<file path="src/rtl/rf_pkg.sv">
// -----------------------------------------------------------------------------
// rf_pkg
//
// Shared definitions for the 32x32 register file slice.
//
//   DATA_WIDTH  width of one register and of every data port (32)
//   ADDR_WIDTH  width of every address port (5)
//   DEPTH       number of registers, always 2**ADDR_WIDTH (32)
//
//   rf_data_t   one register word
//   rf_addr_t   one register address
//   rf_op_t     operation decoded from the {READ, WRITE} strobe pair
//   decode_op   helper turning the two strobes into an rf_op_t
//
// Optional feature macro used by the files importing this package:
//   RF_ZERO_REG_EN  register 0 is hardwired to zero
// -----------------------------------------------------------------------------
package rf_pkg;

    localparam int DATA_WIDTH = 32;
    localparam int ADDR_WIDTH = 5;
    localparam int DEPTH      = 32;

    typedef logic [DATA_WIDTH-1:0] rf_data_t;
    typedef logic [ADDR_WIDTH-1:0] rf_addr_t;

    // Encodings are pinned to the {READ, WRITE} bit pair so that the enum
    // value and the raw strobes can be compared at a glance in a waveform.
    typedef enum logic [1:0] {
        RF_NOP     = 2'b00,
        RF_RD      = 2'b10,
        RF_WR      = 2'b01,
        RF_ILLEGAL = 2'b11
    } rf_op_t;

    // Both strobes high is not a legal request; it is reported as its own
    // operation so that every consumer treats it as "do nothing".
    function automatic rf_op_t decode_op(input logic read, input logic write);
        rf_op_t op;
        case ({read, write})
            2'b00:   op = RF_NOP;
            2'b10:   op = RF_RD;
            2'b01:   op = RF_WR;
            default: op = RF_ILLEGAL;
        endcase
        return op;
    endfunction

endpackage : rf_pkg

</file>
<file path="src/rtl/rf_read_port.sv">
// -----------------------------------------------------------------------------
// rf_read_port
//
// One registered read port of the register file: selects a word out of the
// flattened storage vector and captures it into the output register when
// load_en is high. Between loads the output holds its last value.
//
// Ports:
//   CLK      input   1                     system clock, rising edge
//   RST      input   1                     synchronous active-high reset
//   load_en  input   1                     capture the selected word this edge
//   rd_addr  input   ADDR_WIDTH            register to read
//   storage  input   DEPTH*DATA_WIDTH      all registers, register i at
//                                          bits [i*DATA_WIDTH +: DATA_WIDTH]
//   rd_data  output  DATA_WIDTH            registered read data
//
// Optional feature: RF_ZERO_REG_EN - address 0 always reads as zero.
// -----------------------------------------------------------------------------
module rf_read_port
    import rf_pkg::*;
#(
    parameter int DATA_WIDTH = rf_pkg::DATA_WIDTH,
    parameter int ADDR_WIDTH = rf_pkg::ADDR_WIDTH,
    parameter int DEPTH      = rf_pkg::DEPTH
) (
    input  logic                        CLK,
    input  logic                        RST,
    input  logic                        load_en,
    input  logic [ADDR_WIDTH-1:0]       rd_addr,
    input  logic [DEPTH*DATA_WIDTH-1:0] storage,
    output logic [DATA_WIDTH-1:0]       rd_data
);

    logic [DATA_WIDTH-1:0] sel_word;

    // NOTE: every signal assigned in always_comb gets a value on every path
    // (here the unconditional first assignment), otherwise a latch is inferred.
    always_comb begin
        sel_word = storage[rd_addr*DATA_WIDTH +: DATA_WIDTH];
`ifdef RF_ZERO_REG_EN
        // Register 0 is never written in this build, but forcing the mux
        // result keeps the read path independent of the storage contents.
        if (rd_addr == '0) begin
            sel_word = '0;
        end
`endif
    end

    // NOTE: sequential state is updated with non-blocking assignments so all
    // flops sample their inputs from the same pre-edge values.
    always_ff @(posedge CLK) begin
        if (RST) begin
            rd_data <= '0;
        end else if (load_en) begin
            rd_data <= sel_word;
        end
    end

endmodule : rf_read_port

</file>
<file path="src/rtl/register_file_32x32.sv">
// -----------------------------------------------------------------------------
// register_file_32x32
//
// 32-entry x 32-bit general-purpose register file with two registered read
// ports and one write port. A single strobe pair selects the operation each
// cycle:
//   READ=0 WRITE=0  no-op, everything holds
//   READ=1 WRITE=0  both read ports load mem[ADDR_R1] / mem[ADDR_R2]
//   READ=0 WRITE=1  mem[ADDR_W] <= DATA_W, read outputs hold
//   READ=1 WRITE=1  illegal, treated as no-op
// Reads and writes never share a cycle, so there is no write-to-read bypass.
// RST clears storage and both outputs and overrides any strobe.
//
// Ports:
//   CLK      input   1           system clock, rising edge
//   RST      input   1           synchronous active-high reset
//   READ     input   1           read strobe
//   WRITE    input   1           write strobe
//   ADDR_R1  input   ADDR_WIDTH  read port 1 address
//   ADDR_R2  input   ADDR_WIDTH  read port 2 address
//   ADDR_W   input   ADDR_WIDTH  write address
//   DATA_W   input   DATA_WIDTH  write data
//   DATA_R1  output  DATA_WIDTH  read port 1 data, registered
//   DATA_R2  output  DATA_WIDTH  read port 2 data, registered
//
// Optional feature macro:
//   RF_ZERO_REG_EN  register 0 hardwired to zero; writes to address 0 are
//                   dropped and reads of address 0 return 0 on both ports.
//                   Undefined (default): register 0 is an ordinary register.
// -----------------------------------------------------------------------------
module register_file_32x32
    import rf_pkg::*;
#(
    parameter int DATA_WIDTH = rf_pkg::DATA_WIDTH,
    parameter int ADDR_WIDTH = rf_pkg::ADDR_WIDTH,
    parameter int DEPTH      = rf_pkg::DEPTH
) (
    input  logic                  CLK,
    input  logic                  RST,
    input  logic                  READ,
    input  logic                  WRITE,
    input  logic [ADDR_WIDTH-1:0] ADDR_R1,
    input  logic [ADDR_WIDTH-1:0] ADDR_R2,
    input  logic [ADDR_WIDTH-1:0] ADDR_W,
    input  logic [DATA_WIDTH-1:0] DATA_W,
    output logic [DATA_WIDTH-1:0] DATA_R1,
    output logic [DATA_WIDTH-1:0] DATA_R2
);

    rf_op_t op;
    logic   rd_load;
    logic   wr_en;

    logic [DATA_WIDTH-1:0]       mem [DEPTH];
    logic [DEPTH*DATA_WIDTH-1:0] storage_flat;

    // -------------------------------------------------------------------------
    // Operation decode
    // -------------------------------------------------------------------------
    assign op      = decode_op(READ, WRITE);
    assign rd_load = (op == RF_RD);

`ifdef RF_ZERO_REG_EN
    assign wr_en = (op == RF_WR) && (ADDR_W != '0);
`else
    assign wr_en = (op == RF_WR);
`endif

    // -------------------------------------------------------------------------
    // Storage array and write port
    // -------------------------------------------------------------------------
    // NOTE: the array is cleared on reset because architecturally visible
    // state must read 0 afterwards; this forces flops rather than a RAM macro,
    // which is acceptable at 32 entries.
    always_ff @(posedge CLK) begin
        if (RST) begin
            for (int i = 0; i < DEPTH; i++) begin
                mem[i] <= '0;
            end
        end else if (wr_en) begin
            mem[ADDR_W] <= DATA_W;
        end
    end

    // Flatten the array so each read port sees a plain vector.
    for (genvar g = 0; g < DEPTH; g++) begin : g_flatten
        assign storage_flat[g*DATA_WIDTH +: DATA_WIDTH] = mem[g];
    end

    // -------------------------------------------------------------------------
    // Read ports
    // -------------------------------------------------------------------------
    rf_read_port #(
        .DATA_WIDTH (DATA_WIDTH),
        .ADDR_WIDTH (ADDR_WIDTH),
        .DEPTH      (DEPTH)
    ) u_read_port_r1 (
        .CLK     (CLK),
        .RST     (RST),
        .load_en (rd_load),
        .rd_addr (ADDR_R1),
        .storage (storage_flat),
        .rd_data (DATA_R1)
    );

    rf_read_port #(
        .DATA_WIDTH (DATA_WIDTH),
        .ADDR_WIDTH (ADDR_WIDTH),
        .DEPTH      (DEPTH)
    ) u_read_port_r2 (
        .CLK     (CLK),
        .RST     (RST),
        .load_en (rd_load),
        .rd_addr (ADDR_R2),
        .storage (storage_flat),
        .rd_data (DATA_R2)
    );

endmodule : register_file_32x32

</file>
<file path="config.mk">
export PLATFORM = sky130hd
export DESIGN_NAME = register_file_32x32
export DESIGN_NICKNAME = d
export VERILOG_FILES = /design/src/rtl/rf_pkg.sv /design/src/rtl/rf_read_port.sv /design/src/rtl/register_file_32x32.sv
export SDC_FILE = /design/constraint.sdc
export NUM_CORES = 2
export LEC_CHECK = 0
export BUFFER_PORTS_ARGS = -buffer_cell sky130_fd_sc_hd__buf_2
export CAP_MARGIN = 15
export CORE_ASPECT_RATIO = 0.8
export CORE_UTILIZATION = 34
export CTS_BUF_LIST = sky130_fd_sc_hd__clkbuf_8
export DETAILED_ROUTE_END_ITERATION = 7
export PLACE_DENSITY_LB_ADDON = 0.12
export SLEW_MARGIN = 30
export SYNTH_ARGS = -nofsm -noshare
export SYNTH_HDL_FRONTEND = slang
export SYNTH_SLANG_ARGS = --single-unit
</file>
<file path="constraint.sdc">
create_clock -name CLK -period 2.19 [get_ports CLK]
set_clock_uncertainty 0.2 [all_clocks]
set_input_delay 0.219 -clock CLK [delete_from_list [all_inputs] [get_ports CLK]]
set_output_delay 0.219 -clock CLK [all_outputs]
set_load 0.02 [all_outputs]
</file>
### After elaboration in Yosys (flattened, before gate mapping)

Memory sizes are Yosys's and may differ from the RTL's.
Cells that the tools add are included.

* flip-flop bits (word level): 64
* RAM bits: 1024
* output and inout bits: 64
* word-level logic and storage cells: 20
* memories kept: 1

Memories
* mem: depth 32, bits a word 32, rd ports 32, clocked after Yosys merged registers in 0, wr ports 32, RTL line register_file_32x32.sv:54 `logic [DATA_WIDTH-1:0] mem [DEPTH];`

* equal/unequal tests: 4
* shifts and indexed selects: 2
* mux-type cells: 9
* reductions and logical operators: 2

Operators by type and width (count)
* 1024-bit by 11-bit variable part select with 32-bit output: 2
* 32-bit two-way mux: 1
* 32-bit OR reduction: 1
* 1-bit two-way mux: 6
* 2-bit case mux with 3 select lines: 1
* 5-bit two-way mux: 1
* 2-bit by 1-bit equality test with 1-bit output (second input constant): 2
* 2-bit equality test (second input constant): 2
* 2-bit zero test: 1

### Longest topological paths before layout

* word-level depth: 8
* mapped depth: 8

### Cells and area by module

Synthesis repeated with hierarchy kept, for this count alone.

* cells, all modules: 5019
* area total of the unflattened synthesis: 61342.6 um^2

Modules (own cells, without submodules)
* register_file_32x32: times used 1, cells each 2683, area each 41788.8 um^2, sequential area each 30749.5 um^2
* rf_read_port: times used 2, cells each 1168, area each 9776.9 um^2, sequential area each 640.6 um^2

### Worst setup path after synthesis

Ideal clock, no wire load.

* path kind: input -> register
* start point: input RST
* end point: memory mem[21][0], enable pin
* setup time: 375 ps
* data arrival time: 1661 ps
* path slack: -46 ps
* stages: 6
* path through: clkbuf_1 > nor4bb_1 > nand2b_1 > clkbuf_1 > nor2_1 > or2_2

RTL lines
* start: declaration: RTL line register_file_32x32.sv:39 `input logic RST,`
* end: declaration: RTL line register_file_32x32.sv:54

### Final worst setup path

* start point: input ADDR_R1[4]
* end point: register u_read_port_r1.rd_data[18]

* cells in the longest elaborated chain, start to end: 1

Ends and longest elaborated chain
* start: declaration: RTL line register_file_32x32.sv:42 `input logic [ADDR_WIDTH-1:0] ADDR_R1,`
* 1024-bit by 11-bit variable part select with 32-bit output: RTL line rf_read_port.sv:39 `sel_word = storage[rd_addr*DATA_WIDTH +: DATA_WIDTH];`
* end signal: assignment: RTL line rf_read_port.sv:55 `rd_data <= sel_word;`
* end: declaration: RTL line rf_read_port.sv:31 `output logic [DATA_WIDTH-1:0] rd_data`

Every way passes these cells.
A chain may end at the register's enable or synchronous reset.

==> qor.yml <==
period_share_pct: 99.49
grt_pass1_vias: 41813
ir_drop_mv: 0.6872
layout.nets: 5182
final_max_slew_viol_count: 0
pin_count: 115
hpwl_mm: 162.9
cellLeakagePower_nw: 28.23
ys_ff_latch: 1088
p_total_mw: 50.12
avgSynthCellArea_um2: 12.50
cp_max_fo: 16
dpl_cell_area_um2: 67320
synthCells: 4663
numCtsBuffers: 189
clock_latency_ns: 0.97
tightest_slew_ns: 0.9948
final.min_clock_period_ns: 2.179
drive_gt1_share_pct: 20.80
portBuffers: 114
vias: 42133
hold_viol_final: 0
path_clk_slew_ns: 0.06
numClockSinks: 1088
startpoint_type: "input pin"
dr.pass1.iters: 7
status: "complete, but fails checks"
finalSetupViolations: 0
critPathCaptureType: "flop"
critical_path_class: "in2reg"
setup_ws_ns: 0.01119
core_area_um2: 169800
fin_cells: 7570
root_buffer: "clkbuf_8"
fmax_ghz: 0.4590
wl_per_cell_um: 32.21
p_per_area_nw_per_um2: 700.4
place_ws_ns: -0.3915
cts_tree: "built"
grt_max_degree: 51
gp_congestion: 0.8487
route.detailed.drc: 6
max-slew-margin-rel_pct: 33.54
die_y_um: 372.3
htreeDepth: 4
dp.cells: 7152
track_usage_pct: 27.76
required_ns: 2.85
grt_antenna_before_repair: 39
synthesis.area_um2: 58290
synth_cell_type_count: 26
rr_startpoint: "mem[26][30]$_SDFFCE_PN0P_"
synth_warnings: 0
rsz0062_at_grt: "false"
wirelength_mm: 243.8
r2r_slack_ns: 0.14
syn_nets: 4714
violations: "DRC"
hold_path_class: "in2reg"
syn_to_final_growth_pct: 22.76
drt_iter0_drc: 4487
final_area_um2: 71560
hp-start: "ADDR_W[3]"
rows: 135
grt_first_pass_wirelength_mm: 334.9
initial_utilization_pct: 34.34
crit_arrival_ns: 2.84
maxCapViolations: 0
postRouteAntennaNets: 0
max-clock-path-buffers: 3
overflow: 0
startpoint: "ADDR_R1[4]"
viasPerCell: 5.566
die_width_um: 464.9
ys_seq_area_share_pct: 54.95
dieArea_um2: 173100
-- cell families after synthesis --
logic type / after synthesis / share of synthesized area (%)
AOI/OAI and AO/OA: 832 / 10.15
DFF: 1088 / 54.95
buffers and inverters: 471 / 4.205
muxes: 1024 / 17.58
and+or+nand+nor: 1248 / 13.11
-- worst paths after layout --
kind	endpoint	cells past startpoint
min reg2reg	u_read_port_r2.rd_data[26]$_SDFFE_PP0N_	2
max	u_read_port_r1.rd_data[18]$_SDFFE_PP0N_	9
min	mem[29][13]$_SDFFCE_PN0P_	6
max reg2reg	u_read_port_r1.rd_data[30]$_SDFFE_PP0N_	6
-- power breakdown --
group | switching [mW] | internal (mW) | total (mW) | leakage (nW)
combinational | 4.20 | 2.85 | 7.05 | 15.9
clock | 9.27 | 9.32 | 18.6 | 2.12
sequential | 0.650 | 23.8 | 24.5 | 10.3
-- final cells by class --
cell class | count | area, um2
flip-flops and latches | 1088 | 32030
fillers | 15767 | 98200
diodes | 18 | 45.04
clock inverters | 141 | 725.7
repair buffers | 748 | 8805
multi-input cells | 3104 | 24220
clock buffers | 211 | 2904
well taps | 2260 | 2828
-- cell usage after synthesis, drive strengths merged --
cell type / count / area share, %
or3: 1 / 0.011
edfxtp: 1024 / 53
a22oi: 512 / 6.6
nor4bb: 1 / 0.017
nor2: 99 / 0.64
nand3: 1 / 0.0086
nor2b: 5 / 0.054
mux2i: 1024 / 18
buf: 131 / 2.0
nor4b: 1 / 0.015
and2: 1026 / 11
or3b: 2 / 0.030
or4: 64 / 0.82
or2: 34 / 0.36
a211oi: 64 / 1.4
a21oi: 256 / 2.2
nand3b: 3 / 0.039
clkbuf: 340 / 2.2
nand2: 5 / 0.032
dfxtp: 64 / 2.2
nand2b: 6 / 0.064
-- worst max-delay path, cell delays in order --
cell,delay (ns)
dlygate4sd3_1,0.53
buf_2,0.18
nand2b_2,0.09
dlygate4sd3_1,0.60
buf_12,0.23
a21oi_1,0.07
buf_4,0.15
or4_1,0.51
a211oi_2,0.23
-- cells in the final DEF (no fill, tap or decap), types with 2 or more instances in the layout --
cell type      count
clkinvlp_4         4
a211oi_1           2
clkinv_1          36
buf_12           258
nand2_1            3
clkbuf_16          2
a22oi_1          510
edfxtp_1        1024
nand2b_1           2
diode_2           18
buf_2            111
dlygate4sd3_1     45
a211oi_2          62
nor2_1            65
and2_4             2
nand3b_1           3
buf_16             4
inv_8              4
inv_6              4
a22oi_2            2
clkinv_2          21
bufinv_16          4
buf_4            326
inv_1             68
clkbuf_8         211
mux2i_1         1024
or2_2              2
nor2_4            34
a21oi_1          255
nor2b_4            5
or4_1             63
and2_1          1024
nand2b_2           4
or2_4             32
nand2_2            2
dfxtp_1           63
or3b_2             2
-- sequential cells by signal, summed over array words and instances, names as in the netlist --
signal                  count
u_read_port_r1.rd_data     32
u_read_port_r2.rd_data     32
mem                      1024
-- per-stage QoR --
stage	hold slack (ns)	TNS, ns	util [%]
global route	0.06377	0	42.14
CTS	0.02209	0	42.07
global placement	0.3175	-27.86	39.66
finish	0.1191	0	42.15
detailed placement	0.3183	-38.40	39.66
floorplan	0.2172	0	-
-- layer usage --
| metal | up-vias | share of wire [%] | track usage [%] |
|---|---|---|---|
| li1 | 18385 | - | - |
| met1 | 21651 | 44 | 38.03 |
| met2 | 1729 | 46 | 44.73 |
| met3 | 364 | 6.6 | 4.644 |
| met4 | 4 | 3.0 | 8.546 |
| met5 | - | 0.0098 | 0 |
-- timing repair --
| item | in CTS | in global routing |
|---|---|---|
| hold endpoints to repair | 1207 | 0 |
| resized for setup | 1 | 9 |
| setup buffers | 0 | 2 |
| cloned | 0 | 2 |
| endpoints found under the setup margin | 1 | 15 |
| hold buffers | 46 | 0 |
No activity file was read; power rests on OpenSTA's default activity.
